===== config.mk =====
export PLATFORM = sky130hd
export DESIGN_NAME = gate_test_ctrl
export DESIGN_NICKNAME = d
export VERILOG_FILES = /design/src/rtl/gate_test_pkg.sv /design/src/rtl/gate_test_timer.sv /design/src/rtl/gate_test_ctrl.sv
export SDC_FILE = /design/constraint.sdc
export NUM_CORES = 1
export LEC_CHECK = 0
export ABC_AREA = 1
export BUFFER_PORTS_ARGS = -buffer_cell sky130_fd_sc_hd__buf_2
export CAP_MARGIN = 20
export CORE_MARGIN = 1
export CORE_UTILIZATION = 30
export CTS_BUF_LIST = sky130_fd_sc_hd__clkbuf_8
export DETAILED_ROUTE_END_ITERATION = 6
export SKIP_LAST_GASP = 1
export SYNTH_ARGS = -nofsm -noshare
export SYNTH_HDL_FRONTEND = slang
export SYNTH_SLANG_ARGS = --single-unit

===== constraint.sdc =====
create_clock -name iClk -period 2 [get_ports iClk]
set_input_delay 0.2 -clock iClk [delete_from_list [all_inputs] [get_ports iClk]]
set_output_delay 0.2 -clock iClk [all_outputs]
set_load 0.05 [all_outputs]

===== src/rtl/gate_test_pkg.sv =====
// ============================================================================
// gate_test_pkg : shared types and constants for the gate-unit test controller
// Rev 1.0
// ============================================================================
`default_nettype none

package gate_test_pkg;

  localparam int unsigned NUM_VECTORS = 4;
  localparam int unsigned VEC_W       = 2;
  localparam int unsigned RESP_W      = 3;

  localparam logic [VEC_W-1:0] LAST_VEC = VEC_W'(NUM_VECTORS - 1);

  typedef enum logic [1:0] {
    ST_IDLE  = 2'd0,
    ST_APPLY = 2'd1,
    ST_CHECK = 2'd2,
    ST_DONE  = 2'd3
  } state_t;

  // Golden response {and, or, not-A} for vector v, where A = v[0], B = v[1]
  function automatic logic [RESP_W-1:0] expected_resp(input logic [VEC_W-1:0] v);
    logic a;
    logic b;
    a = v[0];
    b = v[1];
    return {a & b, a | b, ~a};
  endfunction

endpackage

`default_nettype wire


===== src/rtl/gate_test_timer.sv =====
// ============================================================================
// gate_test_timer : reloadable settle down-counter, expires after HOLD_CYCLES
// Rev 1.0
// ============================================================================
`default_nettype none

module gate_test_timer #(
  parameter int unsigned HOLD_CYCLES = 4
) (
  input  logic clk,
  input  logic rst_n,
  input  logic load,
  output logic expire
);

  // Loading HOLD_CYCLES-1 on entry makes expire assert on the last settle cycle
  localparam logic [7:0] C_RELOAD = 8'(HOLD_CYCLES - 1);

  logic [7:0] r_count;

  always_ff @(posedge clk or negedge rst_n) begin
    if (!rst_n) begin
      r_count <= 8'd0;
    end else if (load) begin
      r_count <= C_RELOAD;
    end else if (r_count != 8'd0) begin
      r_count <= r_count - 8'd1;
    end
  end

  assign expire = (r_count == 8'd0);

endmodule

`default_nettype wire


===== src/rtl/gate_test_ctrl.sv =====
// ============================================================================
// gate_test_ctrl : drives four (A,B) vectors into an external gate unit and
// checks its AND/OR/NOT responses. Optional macro GATE_TEST_LOOP_EN adds iLoop.
// Rev 1.0
// ============================================================================
`default_nettype none

module gate_test_ctrl
  import gate_test_pkg::*;
#(
  parameter int unsigned HOLD_CYCLES = 4
) (
  input  logic       iClk,
  input  logic       iRst_n,
  input  logic       iStart,
  input  logic       iAbort,
`ifdef GATE_TEST_LOOP_EN
  input  logic       iLoop,
`endif
  input  logic       iAnd,
  input  logic       iOr,
  input  logic       iNot,
  output logic       oA,
  output logic       oB,
  output logic       oBusy,
  output logic       oDone,
  output logic       oPass,
  output logic [3:0] oFailVec
);

  state_t           r_state;
  state_t           w_next_state;
  logic [VEC_W-1:0] r_vec;
  logic [3:0]       r_fail;
  logic             r_pass;
  logic             w_load;
  logic             w_expire;
  logic             w_loop;
  logic             w_start_ok;
  logic             w_mismatch;
  logic [3:0]       w_fail_upd;

`ifdef GATE_TEST_LOOP_EN
  assign w_loop = iLoop;
`else
  assign w_loop = 1'b0;
`endif

  assign w_start_ok = iStart & ~iAbort;
  assign w_mismatch = ({iAnd, iOr, iNot} != expected_resp(r_vec));
  assign w_fail_upd = r_fail | (w_mismatch ? (4'b0001 << r_vec) : 4'b0000);

  gate_test_timer #(
    .HOLD_CYCLES(HOLD_CYCLES)
  ) u_timer (
    .clk   (iClk),
    .rst_n (iRst_n),
    .load  (w_load),
    .expire(w_expire)
  );

  always_ff @(posedge iClk or negedge iRst_n) begin
    if (!iRst_n) begin
      r_state <= ST_IDLE;
    end else begin
      r_state <= w_next_state;
    end
  end

  always_comb begin
    w_next_state = r_state;
    w_load       = 1'b0;
    case (r_state)
      ST_IDLE:  if (w_start_ok) w_next_state = ST_APPLY;
      ST_APPLY: begin
        if (iAbort)        w_next_state = ST_IDLE;
        else if (w_expire) w_next_state = ST_CHECK;
      end
      ST_CHECK: begin
        if (iAbort)                w_next_state = ST_IDLE;
        else if (r_vec == LAST_VEC) w_next_state = ST_DONE;
        else                       w_next_state = ST_APPLY;
      end
      ST_DONE: begin
        if (iAbort)      w_next_state = ST_IDLE;
        else if (w_loop) w_next_state = ST_APPLY;
        else             w_next_state = ST_IDLE;
      end
      default: w_next_state = ST_IDLE;
    endcase
    // Reload the settle count on every entry into APPLY
    w_load = (w_next_state == ST_APPLY) && (r_state != ST_APPLY);
  end

  always_ff @(posedge iClk or negedge iRst_n) begin
    if (!iRst_n) begin
      r_vec  <= '0;
      r_fail <= 4'b0000;
      r_pass <= 1'b0;
    end else if (r_state == ST_IDLE) begin
      if (w_start_ok) begin
        r_vec  <= '0;
        r_fail <= 4'b0000;
        r_pass <= 1'b0;
      end
    end else if (iAbort) begin
      r_vec  <= '0;
      r_pass <= 1'b0;
    end else if (r_state == ST_CHECK) begin
      r_fail <= w_fail_upd;
      // Pass is resolved here so it is already valid during the oDone cycle
      if (r_vec == LAST_VEC) r_pass <= (w_fail_upd == 4'b0000);
      else                   r_vec  <= r_vec + 1'b1;
    end else if ((r_state == ST_DONE) && w_loop) begin
      r_vec  <= '0;
      r_fail <= 4'b0000;
    end
  end

  assign oA       = ((r_state == ST_APPLY) || (r_state == ST_CHECK)) & r_vec[0];
  assign oB       = ((r_state == ST_APPLY) || (r_state == ST_CHECK)) & r_vec[1];
  assign oBusy    = (r_state != ST_IDLE);
  assign oDone    = (r_state == ST_DONE) & ~iAbort;
  assign oPass    = r_pass;
  assign oFailVec = r_fail;

endmodule

`default_nettype wire


==> flow_metrics.py, run 1 <==
metrics = {
    "yosys": {
        "yosys_warnings": 0,
        "ys_seq_area_share_pct": 36.92,
        "yosysTopAreaCell": "dfrtp_1",
        "synth_adder_area_share_pct": 10.86,
        "ys_ff_latch": 17,
        "synthesis.nets": 161,
        "synthMuxAreaShare_pct": 0,
        "synth_top_family_by_area": "simple AND/OR/NAND/NOR gates",
        "netlist_instances": 144,
        "synth.avg_cell_area_um2": 8.002,
        "synth_compound_area_share_pct": 5.863,
        "synth_xor_area_share_pct": 5.320,
        "syn-cell-area_um2": 1152,
        "synthTopCellsByArea": "dfrtp_1 37%, nand2_1 13%, ha_1 11%",
        "synth_simple_gate_area_share_pct": 32.79,
        "yosysUniqueCellTypes": 22,
        "synth.top_cell.area_share_pct": 36.92,
    },
    "cts": {
        "cts.repair.resized": 0,
        "cts_tree": "built",
        "ctsRootBufferMaster": "clkbuf_8",
        "cts_made_buffers": 3,
        "clk_latency_ps": 250,
        "hold_buffers": 1,
        "cts_buffer_depth": 2,
        "tritoncts_num_sinks": 17,
        "cts.htree.levels": 1,
        "cts_post_setup_buffers_inserted": 0,
        "path_clk_slew_ps": 70,
    },
    "routing": {
        "drtPass1Iterations": 4,
        "drc": 0,
        "finalWirelength_mm": 2.096,
        "postRouteAntennaNets": 0,
        "wire_per_inst_um": 9.887,
        "via_count": 902,
        "via_per_inst": 4.255,
        "first_iter_violations": 38,
    },
    "grt": {
        "grt.total_usage_pct": 12.12,
        "grt_max_degree": 18,
        "grt_pass1_wl_mm": 3.850,
        "first_global_vias": 880,
        "grt_overflow": 0,
        "grt_antenna_before_repair": 0,
    },
    "run_status": {
        "status": "completed",
    },
    "sta": {
        "rsz0062_at_grt": "no",
        "fin_skew_ps": 1.204,
        "max_slew_margin_pct": 73.21,
        "min_period_ps": 1622,
        "finalSetupViolCount": 0,
        "slew_viol_final": 0,
        "finalHoldViolCount": 0,
        "period_share_pct": 81.11,
        "timing.setup.tns_ps": 0,
        "max_freq_mhz": 616.5,
        "tightest_slew_ps": 401.8,
    },
    "power": {
        "p_total_uw": 1786,
        "power_leakage_uw": 0.0007409,
        "p_per_area_nw_per_um2": 1329,
        "vdd_drop_max_mv": 0.6022,
    },
    "layout": {
        "drive_gt1_share_pct": 21.34,
        "syn_to_final_growth_pct": 16.61,
        "nNetsFinal": 182,
        "fill_cells": 393,
        "antenna_cells": 0,
        "instances_no_fill": 212,
    },
    "setup_path": {
        "path_class": "flop to flop",
        "cp-start-kind": "flop",
        "crit_slowest_cell": "dfrtp_1",
        "critPathTopFamily": "simple AND/OR/NAND/NOR gates",
        "cp_max_fo": 5,
        "cp_slowest_stage_delay_ps": 420,
        "end_kind": "flop",
        "critPathBufInv": 3,
        "cp_data_required_time_ps": 2150,
        "path_cells": "inv_1 -> ha_1 -> nor2_2 -> inv_1 -> nor2_1 -> nand2_4 -> nand3_4 -> nand2_4 -> inv_4 -> nor2_2",
        "arrival_ps": 1770,
    },
    "die": {
        "ios": 16,
        "rows": 22,
        "design.core.area_um2": 3661,
        "die_h_um": 63.98,
        "start_util_pct": 31.48,
        "die_x_um": 63.98,
        "dieArea_um2": 4093,
    },
    "flow_run": {
        "max_cap_violations": 0,
    },
    "placement": {
        "port_buffers": 15,
        "gp_congestion": 0.7066,
        "hpwl_mm": 1.679,
        "place_inst": 207,
    },
    "worst_hold_path": {
        "hold_path_class": "input pin to flop",
    },
}
[worst min-delay path, cell delays in order]
cell	delay (ps)
buf_2	110
nor2_2	60
nand2_1	70
o21bai_1	60
[placed cells by master (no fill, tap or decap)]
cell type / synthesis / layout
o21bai_1: 1 / 1
nor2_4: 2 / 2
a22oi_1: 3 / 3
xor2_1: 3 / 3
nor2_1: 13 / 13
inv_1: 22 / 22
dlygate4sd3_1: 0 / 1
nand3_4: 1 / 1
nand2_2: 1 / 1
nor2_2: 6 / 6
xnor2_1: 4 / 4
buf_2: 0 / 15
nand2_4: 3 / 3
a21oi_1: 2 / 2
nand3_1: 5 / 5
o211ai_1: 1 / 1
inv_4: 2 / 2
clkinv_2: 0 / 1
nand2_1: 41 / 41
o21ai_1: 2 / 2
nor2_8: 1 / 1
o21ai_0: 2 / 2
nand4_1: 2 / 2
dfrtp_1: 17 / 17
clkbuf_8: 0 / 3
ha_1: 10 / 10
[registers in the layout, summed over array words and instances, names as in the netlist]
register and cells:
oFailVec 4, oPass 1, u_timer.r_count 8, r_state 2, r_vec 2
[per-layer routing]
| layer | wire (um) | part of all wire, % | global-route usage (%) |
|---|---|---|---|
| met1 | 972 | 46 | 13.94 |
| met4 | 17 | 0.81 | 3.409 |
| met5 | 0 | 0 | 0 |
| met2 | 1038 | 50 | 21.41 |
| met3 | 68 | 3.2 | 3.750 |
[cells in the mapped netlist]
cell / number
dfrtp_1: 17
nor2_1: 13
o211ai_1: 1
nand4_1: 2
a21oi_1: 2
nor2_8: 1
ha_1: 10
nand3_4: 1
nor2_2: 6
o21bai_1: 1
o21ai_1: 2
inv_1: 22
nand2_4: 3
xor2_1: 3
nor2_4: 2
nand2_2: 1
a22oi_1: 3
nand3_1: 5
xnor2_1: 4
inv_4: 2
nand2_1: 41
o21ai_0: 2
[where the power goes]
part,switching [uW],internal (uW)
logic,626,351
clock network,121,138
registers,105,444
total,853,933
[worst paths after layout]
kind / from / end / slack, ps / depth (start not counted)
setup / recovery: r_state[0]$_DFF_PN0_ / u_timer.r_count[4]$_DFFE_PN0P_ / 380 / 10
hold / removal: iAbort / r_state[1]$_DFF_PN0_ / 290 / 4
setup reg to reg: r_state[0]$_DFF_PN0_ / u_timer.r_count[4]$_DFFE_PN0P_ / 380 / 10
hold reg to reg: u_timer.r_count[0]$_DFFE_PN0P_ / u_timer.r_count[0]$_DFFE_PN0P_ / 520 / 2
max in group asynchronous: iRst_n / r_vec[1]$_DFFE_PN0P_ / 1310 / 2
min in group asynchronous: iRst_n / u_timer.r_count[4]$_DFFE_PN0P_ / 400 / 2
[cell families (layout without fill, tap and decap cells)]
group | after synthesis | in the layout
AO/OA/AOI/OAI | 11 | 11
flip-flops | 17 | 17
XOR/XNOR | 7 | 7
buffers and inverters | 24 | 44
adder cells (fa/ha/maj) | 10 | 10
AND/OR/NAND/NOR | 75 | 75
[final cells by class]
cell class              count  area, um2  area share [%]
inverters                  24      95.09           7.076
clock buffers               3      41.29           3.073
clock inverters             1      5.005          0.3724
multi-input cells         103      631.9           47.02
repair buffers             16      85.08           6.331
well taps                  48      60.06           4.469
flip-flops and latches     17      425.4           31.66
[metrics by stage]
step / instance area [um2] / hold WS, ps / utilization, % / worst slack [ps]
floorplan: 1152 / -95.59 / - / 322.8
global placement: 1287 / 145.8 / 35.17 / 429.4
detailed placement: 1287 / 156.7 / 35.17 / 392.9
CTS: 1344 / 284.9 / 36.71 / 365.3
global route: 1344 / 308.2 / 36.71 / 179.3
finish: 1344 / 285.4 / 36.71 / 377.9
(Power assumes the default switching activity.)
==> run 2, diff against run 1 <==
--- a/config.mk
+++ b/config.mk
@@ -5,7 +5,7 @@
 export SDC_FILE = /design/constraint.sdc
 export NUM_CORES = 1
 export LEC_CHECK = 0
-export ABC_AREA = 1
+export ABC_AREA = 0
 export BUFFER_PORTS_ARGS = -buffer_cell sky130_fd_sc_hd__buf_2
 export CAP_MARGIN = 20
 export CORE_MARGIN = 1
==> constraint.sdc (replaced) <==
create_clock -name iClk -period 1.7 [get_ports iClk]
set_input_delay 0.17 -clock iClk [delete_from_list [all_inputs] [get_ports iClk]]
set_output_delay 0.17 -clock iClk [all_outputs]
set_load 0.05 [all_outputs]
==> run 2 against run 1 <==
  * Synthesized cell count down 28%
  * Largest power group unchanged
  * Highest routed layer unchanged
  * Critical path type unchanged
  * Largest cell class unchanged
  * Sequential power grew 0.7%
  * Worst hold slack better by 12 ps
  * Clock power grew 15%
  * Utilization rose by 6.7 points
  * Design area grew 7.8%
  * Setup slack worse by 530 ps
  * The run now ends with negative setup slack left
==> flow_metrics.py, run 2 <==
metrics = {
    "power": {
        "vdd_drop_max_mv": 0.6279,
        "p_per_area_nw_per_um2": 1355,
        "power_leakage_uw": 0.0006912,
    },
    "die": {
        "design.core.area_um2": 3337,
        "dieArea_um2": 3714,
        "start_util_pct": 31.23,
        "rows": 21,
        "ios": 16,
        "die_h_um": 60.94,
        "die_x_um": 60.94,
    },
    "yosys": {
        "yosysTopAreaCell": "dfrtp_1",
        "synth.most_common_cell": "dfrtp_1",
        "synth.avg_cell_area_um2": 10.12,
        "synth_edf_count": 0,
        "netlist_instances": 103,
        "ys_ff_latch": 17,
        "ys_seq_area_share_pct": 40.82,
        "yosysUniqueCellTypes": 37,
        "synth_async_sr_flop_share_pct": 100.0,
        "yosys_warnings": 0,
        "syn-cell-area_um2": 1042,
        "synthesis.nets": 120,
        "synthTopCellsByArea": "dfrtp_1 41%, ha_1 12%, a22o_1 5.0%",
        "synth.top_cell.area_share_pct": 40.82,
        "synth_flop_cell": "dfrtp_1",
        "synth_top_cells_by_count": "17 x dfrtp_1, 10 x ha_1, 9 x inv_1, 6 x a22o_1, 6 x nor2_1",
    },
    "grt": {
        "first_global_vias": 880,
        "grt.total_usage_pct": 14.30,
        "grt_pass1_wl_mm": 3.850,
        "grt_antenna_before_repair": 0,
        "grt_overflow": 0,
        "grt_max_degree": 18,
    },
    "placement": {
        "gp_congestion": 0.8240,
        "port_buffers": 15,
        "hpwl_mm": 1.763,
        "placed_cell_area_um2": 1335,
    },
    "layout": {
        "final_cell_area_um2": 1449,
        "drive_gt1_share_pct": 41.84,
        "nNetsFinal": 159,
        "max_flop_register": "u_timer.r_count",
        "largest_reg_flops": 8,
        "final_cell_mix": "19 x buf_4, 17 x dfrtp_1, 15 x buf_2",
        "final_common_cell": "buf_4",
        "syn_to_final_growth_pct": 39.02,
        "antenna_cells": 0,
    },
    "sta": {
        "min_period_ps": 1851,
        "tightest_slew_ps": 470.0,
        "slew_viol_final": 0,
        "timing.setup.tns_ps": -150.6,
        "finalSetupViolCount": 1,
        "rsz0062_at_grt": "yes",
        "period_share_pct": 108.9,
        "layout_setup_ws_ps": -150.6,
        "max_slew_margin_pct": 68.38,
        "max_freq_mhz": 540.4,
        "fin_skew_ps": 1.205,
        "finalHoldViolCount": 0,
    },
    "routing": {
        "via_count": 880,
        "postRouteAntennaNets": 0,
        "first_iter_violations": 37,
        "drtPass1Iterations": 4,
        "finalWirelength_mm": 2.271,
        "drc": 0,
        "via_per_inst": 4.706,
        "wire_per_inst_um": 12.14,
    },
    "cts": {
        "cts_buffer_depth": 2,
        "cts.htree.levels": 1,
        "cts_tree": "built",
        "cts_made_buffers": 3,
        "clk_latency_ps": 250,
        "path_clk_slew_ps": 60,
        "tritoncts_num_sinks": 17,
        "ctsRootBufferMaster": "clkbuf_8",
    },
    "setup_path": {
        "r2r_start": "u_timer.r_count[0]$_DFFE_PN0P_",
        "crit_slowest_cell": "dfrtp_1",
        "critPathBufInv": 1,
        "end_kind": "flop",
        "arrival_ps": 2030,
        "path_cells": "inv_2 -> ha_4 -> or3b_1 -> or3_4 -> or3_1 -> a21oi_2",
        "path_class": "flop to flop",
        "cp-start-kind": "flop",
        "crit_start": "u_timer.r_count[0]$_DFFE_PN0P_",
        "cp_data_required_time_ps": 1880,
        "critPathTopFamily": "simple AND/OR/NAND/NOR gates",
        "cp_slowest_stage_delay_ps": 390,
        "cp_max_fo": 2,
    },
    "flow_run": {
        "max_cap_violations": 0,
    },
    "run_status": {
        "violations": "negative setup slack",
        "status": "finished with violations",
    },
    "worst_hold_path": {
        "hold_path_class": "input pin to flop",
        "hp-start": "iNot",
    },
}
-- run 2: routing by layer --
metal | GRT usage (%) | vias up | routed length (um)
met5 | 0 | - | 0
met4 | 6.169 | 0 | 34
met3 | 2.772 | 3 | 64
met2 | 23.23 | 16 | 1093
met1 | 18.53 | 426 | 1079
li1 | - | 435 | -
-- run 2: path summary, 6_finish.rpt --
check	end	slack (ps)	cells after the start
max in group asynchronous	r_vec[0]$_DFFE_PN0P_	1060	2
setup / recovery	u_timer.r_count[6]$_DFFE_PN0P_	-150	6
setup reg to reg	u_timer.r_count[6]$_DFFE_PN0P_	-150	6
min in group asynchronous	u_timer.r_count[7]$_DFFE_PN0P_	370	2
hold reg to reg	oFailVec[2]$_DFFE_PN0P_	530	1
hold / removal	oPass$_DFFE_PN0P_	300	4
-- run 2: metrics by stage --
step | std cells | setup WS, ps | util, % | hold slack, ps | power (uW)
3_3_place_gp | 180 | -46.92 | 40.01 | 112.9 | 1534
3_5_place_dp | 180 | -140.6 | 40.01 | 121.4 | 1569
5_1_grt | 187 | -218.7 | 43.42 | 320.9 | 2124
2_1_floorplan | 103 | -57.89 | - | -125.6 | 1236
4_1_cts | 187 | -120.1 | 42.44 | 301.4 | 1924
6_report | 187 | -150.6 | 43.42 | 297.4 | 1963
-- run 2: kinds of logic after synthesis --
group | count (synthesis) | synth area share [%]
AO/OA/AOI/OAI | 20 | 13.81
XOR/XNOR | 5 | 4.202
adder cells (fa/ha/maj) | 10 | 12.00
buffers and inverters | 11 | 3.962
flip-flops | 17 | 40.82
multiplexers | 4 | 3.962
AND/OR/NAND/NOR | 36 | 21.25
-- run 2: worst min-delay path, stage by stage --
cell and delay (ps):
buf_2 80, xor2_1 50, nand3_1 100, o32ai_1 100
-- run 2: layout make-up --
type                            count  area, um2
Fill cell                         353       1888
Multi-Input combinational cell     75      644.4
Sequential cell                    17      425.4
Timing Repair Buffer               36      239.0
Tap cell                           46      57.56
Clock buffer                        3      41.29
Inverter                            9      37.54
Clock inverter                      1      3.754
-- run 2: report_power, final --
group	switching [uW]	internal [uW]	leakage [uW]	total (uW)
combinational	537	575	0.000439	1110
clock	138	160	0.0000269	298
sequential	59.3	494	0.000225	553
total	734	1230	0.000691	1960
-- run 2: what timing repair did --
item | in CTS | in global routing
resized for setup | 3 | 8
pin swaps | 0 | 2
buffers inserted | 2 | 0
endpoints found under the setup margin | 4 | 9
hold endpoints to repair | 17 | 0
hold buffers | 1 | 0
